## config.mk

```make
export PLATFORM = sky130hd
export DESIGN_NAME = rr_mux_arbiter_flat
export DESIGN_NICKNAME = d
export VERILOG_FILES = /design/src/rtl/rr_mux_arbiter_pkg.sv /design/src/rtl/rr_mux_arbiter_if.sv /design/src/rtl/rr_mux_arbiter_mux2.sv /design/src/rtl/rr_mux_arbiter.sv /design/src/flat_wrapper.sv
export SDC_FILE = /design/constraint.sdc
export NUM_CORES = 1
export LEC_CHECK = 0
export ABC_CLOCK_PERIOD_IN_PS = 5850
export CAP_MARGIN = 20
export CORE_MARGIN = 2
export CORE_UTILIZATION = 36
export DETAILED_ROUTE_END_ITERATION = 16
export GPL_TIMING_DRIVEN = 0
export PLACE_DENSITY = 0.82
export SLEW_MARGIN = 20
export SYNTH_ARGS = -nofsm -noshare
export SYNTH_HDL_FRONTEND = slang
export SYNTH_SLANG_ARGS = --single-unit
```

## constraint.sdc

```tcl
create_clock -name clk -period 5.85 [get_ports clk]
set_input_delay 1.4625 -clock clk [delete_from_list [all_inputs] [get_ports clk]]
set_output_delay 1.4625 -clock clk [all_outputs]
set_load 0.02 [all_outputs]
```

## src/rtl/rr_mux_arbiter_pkg.sv

```systemverilog
// Shared state encoding and sizing helper for the two-requester round-robin arbiter.
// One-hot-style grant states let gnt0/gnt1/sel come straight off the state flops.
package rr_mux_arb_pkg;

  localparam logic [1:0] IDLE = 2'd0;
  localparam logic [1:0] G0   = 2'd1;
  localparam logic [1:0] G1   = 2'd2;

  function automatic int cnt_width(input int max_burst);
    return (max_burst > 1) ? $clog2(max_burst) : 1;
  endfunction

endpackage

```

## src/rtl/rr_mux_arbiter_if.sv

```systemverilog
// Requester/sink bundle for rr_mux_arbiter: two request+data inputs, one valid/ready output.
// slave = arbiter side, master = the producers/sink driving it.
interface rr_mux_arbiter_if #(
  parameter int DW = 8
);

  logic          req0;
  logic          req1;
  logic [DW-1:0] d0;
  logic [DW-1:0] d1;
  logic          out_ready;
  logic          gnt0;
  logic          gnt1;
  logic          sel;
  logic [DW-1:0] y;
  logic          out_valid;

  modport slave (
    input  req0, req1, d0, d1, out_ready,
    output gnt0, gnt1, sel, y, out_valid
  );

  modport master (
    output req0, req1, d0, d1, out_ready,
    input  gnt0, gnt1, sel, y, out_valid
  );

endinterface

```

## src/rtl/rr_mux_arbiter_mux2.sv

```systemverilog
// Plain 2:1 data mux, zero latency: y = s ? b : a.
module mux2_dw #(
  parameter int DW = 8
) (
  input  logic [DW-1:0] a,
  input  logic [DW-1:0] b,
  input  logic          s,
  output logic [DW-1:0] y
);

  assign y = s ? b : a;

endmodule

```

## src/rtl/rr_mux_arbiter.sv

```systemverilog
// Two-requester round-robin arbiter driving a shared 2:1 mux; grant lands one cycle after request.
// out_ready low stalls the burst counter and holds the grant; bursts capped at MAX_BURST beats.
module rr_mux_arbiter
  import rr_mux_arb_pkg::*;
#(
  parameter int DW        = 8,
  parameter int MAX_BURST = 4
) (
  input  logic            clk,
  input  logic            rst,
  rr_mux_arbiter_if.slave bus
);

  localparam int            CW       = cnt_width(MAX_BURST);
  localparam logic [CW-1:0] CNT_LAST = CW'(MAX_BURST - 1);

  logic [1:0]    state_q, state_d;
  logic [CW-1:0] cnt_q, cnt_d;
  logic          ptr_q, ptr_d;
  logic          sel_w;
  logic          beat;
  logic          own_req;
  logic          oth_req;
  logic          grant_end;

  assign sel_w         = state_q[1];
  assign bus.gnt0      = state_q[0];
  assign bus.gnt1      = state_q[1];
  assign bus.sel       = sel_w;
  assign bus.out_valid = (state_q[0] & bus.req0) | (state_q[1] & bus.req1);

  assign beat      = bus.out_valid & bus.out_ready;
  assign own_req   = state_q[1] ? bus.req1 : bus.req0;
  assign oth_req   = state_q[1] ? bus.req0 : bus.req1;
  assign grant_end = !own_req || (beat && (cnt_q == CNT_LAST));

  always_comb begin
    state_d = state_q;
    cnt_d   = cnt_q;
    ptr_d   = ptr_q;
    case (state_q)
      IDLE: begin
        cnt_d = '0;
        if (bus.req0 && (!bus.req1 || !ptr_q)) state_d = G0;
        else if (bus.req1)                     state_d = G1;
      end
      G0, G1: begin
        if (grant_end) begin
          // Priority moves to the other requester whenever a grant closes, even if it re-grants to us.
          cnt_d = '0;
          ptr_d = state_q[0];
          if (oth_req)      state_d = state_q[1] ? G0 : G1;
          else if (own_req) state_d = state_q;
          else              state_d = IDLE;
        end else if (beat) begin
          cnt_d = cnt_q + 1'b1;
        end
      end
      default: state_d = IDLE;
    endcase
  end

  always_ff @(posedge clk or posedge rst) begin
    if (rst) begin
      state_q <= IDLE;
      cnt_q   <= '0;
      ptr_q   <= 1'b0;
    end else begin
      state_q <= state_d;
      cnt_q   <= cnt_d;
      ptr_q   <= ptr_d;
    end
  end

  mux2_dw #(.DW(DW)) u_mux (
    .a (bus.d0),
    .b (bus.d1),
    .s (sel_w),
    .y (bus.y)
  );

endmodule

```

## src/flat_wrapper.sv

```systemverilog
// flat-port wrapper written by rule: the top's interface ports become plain ports
module rr_mux_arbiter_flat import rr_mux_arb_pkg::*;
#(
  parameter int DW        = 8,
  parameter int MAX_BURST = 4
)
  (clk, rst, bus_req0, bus_req1, bus_d0, bus_d1, bus_out_ready, bus_gnt0, bus_gnt1, bus_sel, bus_y, bus_out_valid);
  rr_mux_arbiter_if #(.DW(DW)) bus_i ();
  input  logic clk;
  input  logic rst;
  input wire logic [$bits(bus_i.req0)-1:0] bus_req0;
  input wire logic [$bits(bus_i.req1)-1:0] bus_req1;
  input wire logic [$bits(bus_i.d0)-1:0] bus_d0;
  input wire logic [$bits(bus_i.d1)-1:0] bus_d1;
  input wire logic [$bits(bus_i.out_ready)-1:0] bus_out_ready;
  output wire logic [$bits(bus_i.gnt0)-1:0] bus_gnt0;
  output wire logic [$bits(bus_i.gnt1)-1:0] bus_gnt1;
  output wire logic [$bits(bus_i.sel)-1:0] bus_sel;
  output wire logic [$bits(bus_i.y)-1:0] bus_y;
  output wire logic [$bits(bus_i.out_valid)-1:0] bus_out_valid;
  assign bus_i.req0 = bus_req0;
  assign bus_i.req1 = bus_req1;
  assign bus_i.d0 = bus_d0;
  assign bus_i.d1 = bus_d1;
  assign bus_i.out_ready = bus_out_ready;
  assign bus_gnt0 = bus_i.gnt0;
  assign bus_gnt1 = bus_i.gnt1;
  assign bus_sel = bus_i.sel;
  assign bus_y = bus_i.y;
  assign bus_out_valid = bus_i.out_valid;
  rr_mux_arbiter #(.DW(DW), .MAX_BURST(MAX_BURST)) u_core (.clk(clk), .rst(rst), .bus(bus_i));
endmodule
```

==> qor.yml, run 1 <==
yosys:
  synth_area_leaders: "dfrtp_1 (26%), mux2_2 (21%), ha_1 (7.8%)"
  yosysTopAreaCellShare_pct: 26.0
  ys_top_cells_by_count: "mux2_2 (9), dfrtp_1 (5), nand2_1 (5)"
  async_reset_ff_share_pct: 100
  synth_edf_count: 0
  synth-seq-area-share_pct: 26.0
  netlist_area_um2: 480
  synth_seq_cells: 5
  synth_cell_types: 25
  yosys.area.top_type: "dfrtp_1"
  syn_avg_cell_area_um2: 9.42
  netlist_instances: 51
  syn-num-nets: 75
  ys.flop_type: "dfrtp_1"
  synth.most_common_cell: "mux2_2"
  ys.warnings.count: 0
timing:
  finalSetupTns_ps: 0
  clock_skew_ps: 2.66
  finalSetupViolCount: 0
  maxSlewHeadroom_pct: 67.8
  max_freq_mhz: 232
  worst_pin_slew_ps: 483
  hold_viol: 0
  rsz0062_at_grt: "false"
  final.period_utilization_pct: 73.5
  maxSlewViolCount: 0
  fin_crit_ps: 4300
power:
  switching_share_pct: 40.3
  clkPwrFrac_pct: 11.0
  power_frac_comb_pct: 72.1
  ir_drop_v: 0.000213
  power_density_nw_per_um2: 418
  p_seq_share_pct: 17.0
  intPower_mw: 0.211
  p_sw_mw: 0.142
  leakage_nw: 0.367
grt:
  grt_max_degree: 11
  antenna_found_initial: 0
  grt_util_all_layers_pct: 17.5
  grt_pass1_vias: 500
  grt_overflow: 0
  grt_pass1_wl_mm: 1.92
critical_path:
  crit_fanout: 6
  cpMostUsedCell: "clkdlybuf4s50_1"
  crit_required_ps: 4390
  max_stage_delay_ps: 610
  crit_chain: "clkdlybuf4s50_1 -> a22o_1 -> clkdlybuf4s50_1"
  crit_type: "input pin to primary output"
  cp_slowest_cell: "clkdlybuf4s50_1"
  start_kind: "input pin"
  endpoint_kind: "primary output"
  arrival_ps: 2840
die:
  die_h_um: 40.5
  die-area_um2: 1640
  rows: 13
  start_util_pct: 37.9
  die_x_um: 40.5
  fp.coreArea_um2: 1270
  boundaryPins: 33
routing:
  drt_iter0_markers: 9
  avgViaCountPerCell: 5.12
  antenna_left: 0
  routed_wl_mm: 1.22
  num_vias: 522
  firstDrtPassIters: 4
  wl_per_cell_um: 12.0
  drc: 0
outcome:
  status: "completed"
clock_network:
  htreeDepth: 1
  path_clk_slew_ps: 40
  cts_setup_buffers: 0
  cts-resized-gates: 0
  clockBufferDepth: 2
  tritoncts: "built"
  cts_buffers: 3
  cts_sinks: 5
  clock_latency_ps: 240
  cts_hold_buf: 0
  ctsRootBufferMaster: "clkbuf_4"
cells_and_area:
  nFillCells: 95
  seq_area_um2: 125
  multiInputGateArea_um2: 333
  drive_gt1_share_pct: 17.2
  fin_util_pct: 66.7
  diodes: 0
  syn_to_final_growth_pct: 76.0
  fin_nets: 112
place:
  place_hpwl_mm: 1.04
  port_buffers: 32
  place_congestion: 0.693
run:
  cap_violations: 0
min_path:
  hold_path_class: "flop to flop"
==> registers in the layout, indices dropped and copies added (netlist names) <==
register        cells
u_core.cnt_q        2
u_core.ptr_q        1
u_core.state_q      2
==> cell type report <==
cell class              instances  share of cell area, %
multi-input cells              41                   39.3
well taps                      15                   2.22
inverters                       3                   1.33
plain buffers                   2                   1.33
flip-flops and latches          5                   14.8
clock buffers                   4                   3.11
repair buffers                 32                   37.9
==> per-layer routing <==
| layer | global-route usage [%] | vias up | wire length [um] |
|---|---|---|---|
| met1 | 20.4 | 241 | 516 |
| met2 | 32.5 | 22 | 618 |
| met3 | 5.56 | 0 | 85 |
| met4 | 0 | 0 | 0 |
| met5 | 0 | - | 0 |
| li1 | - | 259 | - |
==> worst paths after layout <==
check                                               from                            end  slack (ps)  cells past startpoint
max                                             bus_req1                  bus_out_valid        1550                      3
min                             u_core.ptr_q$_DFFE_PP0P_       u_core.ptr_q$_DFFE_PP0P_         520                      1
max reg2reg                u_core.state_q[1]$_DFFE_PP0P_  u_core.state_q[1]$_DFFE_PP0P_        3760                      6
min reg2reg                     u_core.ptr_q$_DFFE_PP0P_       u_core.ptr_q$_DFFE_PP0P_         520                      1
max in group asynchronous                            rst    u_core.cnt_q[0]$_DFFE_PP0P_        4260                      2
min in group asynchronous                            rst  u_core.state_q[0]$_DFFE_PP0P_        1420                      2
==> logic make-up after synthesis <==
family | Yosys count | share of synthesized area, %
AO/OA/AOI/OAI | 11 | 15.9
flip-flops | 5 | 26.0
buffers and inverters | 5 | 4.69
multiplexers | 11 | 26.3
AND/OR/NAND/NOR | 16 | 19.3
adder cells (fa/ha/maj) | 3 | 7.81
==> through the flow <==
stage | power [mW] | hold WS (ps) | setup WS, ps | cell area (um^2) | instances
floorplan | 0.224 | 469 | 2620 | 480 | 51
global placement | 0.310 | 492 | 1550 | 820 | 98
detailed placement | 0.315 | 496 | 1560 | 820 | 98
CTS | 0.356 | 511 | 1560 | 846 | 102
global route | 0.378 | 527 | 1520 | 846 | 102
finish | 0.353 | 517 | 1550 | 846 | 102
==> cell usage in the layout (no fill, tap or decap), types with 2 or more instances in the layout <==
cell,instances
clkdlybuf4s50_1,32
mux2_2,9
nand2_1,5
dfrtp_1,5
a22o_1,3
inv_1,3
a21oi_1,3
ha_1,3
clkbuf_4,3
nand3b_1,2
and2_1,2
clkbuf_1,2
==> power groups by stage <==
| stage | clock (mW) | sequential [mW] | combinational (mW) |
|---|---|---|---|
| floorplan | 0 | 0.0635 | 0.161 |
| global placement | 0 | 0.0595 | 0.251 |
| detailed placement | 0 | 0.0599 | 0.255 |
| CTS | 0.0402 | 0.0595 | 0.257 |
| global route | 0.0435 | 0.0621 | 0.273 |
| finish | 0.0388 | 0.0599 | 0.255 |
==> worst max-delay path: cells and delay by family <==
kind / cells / cell delay, ps
AOI/OAI and AO/OA: 1 / 200
buffers and inverters: 2 / 1180
No activity file was read; power rests on OpenSTA's default activity.
==> run 2: changes to the inputs <==
--- a/config.mk
+++ b/config.mk
@@ -5,13 +5,13 @@
 export SDC_FILE = /design/constraint.sdc
 export NUM_CORES = 1
 export LEC_CHECK = 0
-export ABC_CLOCK_PERIOD_IN_PS = 5850
+export ABC_CLOCK_PERIOD_IN_PS = 4000
 export CAP_MARGIN = 20
 export CORE_MARGIN = 2
-export CORE_UTILIZATION = 36
+export CORE_UTILIZATION = 34
 export DETAILED_ROUTE_END_ITERATION = 16
 export GPL_TIMING_DRIVEN = 0
-export PLACE_DENSITY = 0.82
+export PLACE_DENSITY = 0.78
 export SLEW_MARGIN = 20
 export SYNTH_ARGS = -nofsm -noshare
 export SYNTH_HDL_FRONTEND = slang
==> constraint.sdc (replaced) <==
create_clock -name clk -period 4 [get_ports clk]
set_input_delay 1 -clock clk [delete_from_list [all_inputs] [get_ports clk]]
set_output_delay 1 -clock clk [all_outputs]
set_load 0.02 [all_outputs]
==> run 2 against run 1 <==
Against the previous run: non-clock buffer count unchanged; sequential share of layout area unchanged; wire length up 3.8%.
==> qor.yml, run 2 (synthesized netlist as in run 1, its figures left out) <==
die:
  fp.coreArea_um2: 1320
  boundaryPins: 33
  die-area_um2: 1730
  die_x_um: 41.6
  rows: 13
  die_h_um: 41.6
  start_util_pct: 36.5
timing:
  max_freq_mhz: 296
  clock_skew_ps: 0.746
  finalSetupViolCount: 0
  final.period_utilization_pct: 84.5
  maxSlewViolCount: 0
  hold_viol: 0
  finalSetupTns_ps: 0
  fin_crit_ps: 3380
  worst_pin_slew_ps: 494
  rsz0062_at_grt: "false"
  maxSlewHeadroom_pct: 67.1
  fin_hold_ws_ps: 513
grt:
  grt_pass1_wl_mm: 2.05
  grt_max_degree: 11
  grt_util_all_layers_pct: 15.3
  grt_pass1_vias: 512
  grt_overflow: 0
  antenna_found_initial: 0
clock_network:
  ctsRootBufferMaster: "clkbuf_4"
  cts-resized-gates: 0
  path_clk_slew_ps: 40
  clockBufferDepth: 2
  cts_sinks: 5
  cts_buffers: 3
  tritoncts: "built"
  cts_hold_buf: 0
  htreeDepth: 1
  cts_setup_buffers: 0
  clock_latency_ps: 240
critical_path:
  arrival_ps: 2380
  start_kind: "input pin"
  crit_required_ps: 3000
  r2r_slack_ps: 1860
  crit_type: "input pin to primary output"
  crit_fanout: 6
  endpoint_kind: "primary output"
cells_and_area:
  syn_to_final_growth_pct: 76.0
  fin_util_pct: 64.2
  fin_area_um2: 846
  reg.largest.list: "u_core.cnt_q: 2 flops, u_core.state_q: 2 flops, u_core.ptr_q: 1 flops"
  layout_commonest_cell: "clkdlybuf4s50_1"
  drive_gt1_share_pct: 17.2
  diodes: 0
  fin_nets: 112
  nFillCells: 103
  layout_common_cells: "clkdlybuf4s50_1 (32), mux2_2 (9), nand2_1 (5), dfrtp_1 (5)"
power:
  ir_drop_v: 0.000283
  leakage_nw: 0.367
  power_density_nw_per_um2: 618
  power.total_mw: 0.523
routing:
  drt_iter0_markers: 2
  firstDrtPassIters: 3
  routed_wl_mm: 1.27
  drc: 0
  avgViaCountPerCell: 5.13
  num_vias: 523
  antenna_left: 0
  wl_per_cell_um: 12.4
outcome:
  status: "completed"
place:
  place_hpwl_mm: 1.04
  post_dp_cell_area_um2: 820
  port_buffers: 32
  place_congestion: 0.822
min_path:
  hold_path_class: "flop to flop"
run:
  cap_violations: 0
-- run 2: area by class of cell --
cell class	instances	area, um^2	area share, %
Buffer	2	11.3	1.33
Timing Repair Buffer	32	320	37.9
Inverter	3	11.3	1.33
Clock buffer	4	26.3	3.11
Sequential cell	5	125	14.8
Multi-Input combinational cell	41	333	39.3
Tap cell	15	18.8	2.22
-- run 2: metal layers --
metal | wire, um | share of wire (%) | vias to the layer above | global-route usage [%]
li1 | - | - | 255 | -
met1 | 503 | 40 | 238 | 15.8
met2 | 601 | 48 | 26 | 25.9
met3 | 134 | 11 | 4 | 4.35
met4 | 25 | 2.0 | 0 | 11.0
met5 | 0 | 0 | - | 0
-- run 2: report_power, final --
group	internal [mW]	switching, mW
Clock	0.0378	0.0219
Combinational	0.206	0.170
Sequential	0.0654	0.0221
-- run 2: metrics by stage --
step           instances  worst slack (ps)
2_1_floorplan         51              1670
3_3_place_gp          98               623
3_5_place_dp          98               623
4_1_cts              102               614
5_1_grt              102               583
6_report             102               619
-- run 2: final timing paths --
path / from / to / cells after the start
min: u_core.ptr_q$_DFFE_PP0P_ / u_core.ptr_q$_DFFE_PP0P_ / 1
max in group asynchronous: rst / u_core.cnt_q[0]$_DFFE_PP0P_ / 2
min in group asynchronous: rst / u_core.state_q[0]$_DFFE_PP0P_ / 2
min reg2reg: u_core.ptr_q$_DFFE_PP0P_ / u_core.ptr_q$_DFFE_PP0P_ / 1
max reg2reg: u_core.state_q[1]$_DFFE_PP0P_ / u_core.state_q[1]$_DFFE_PP0P_ / 6
max: bus_req1 / bus_out_valid / 3
-- run 2: critical path, cell delays in order --
cell and delay, ps:
clkdlybuf4s50_1 570, a22o_1 200, clkdlybuf4s50_1 610
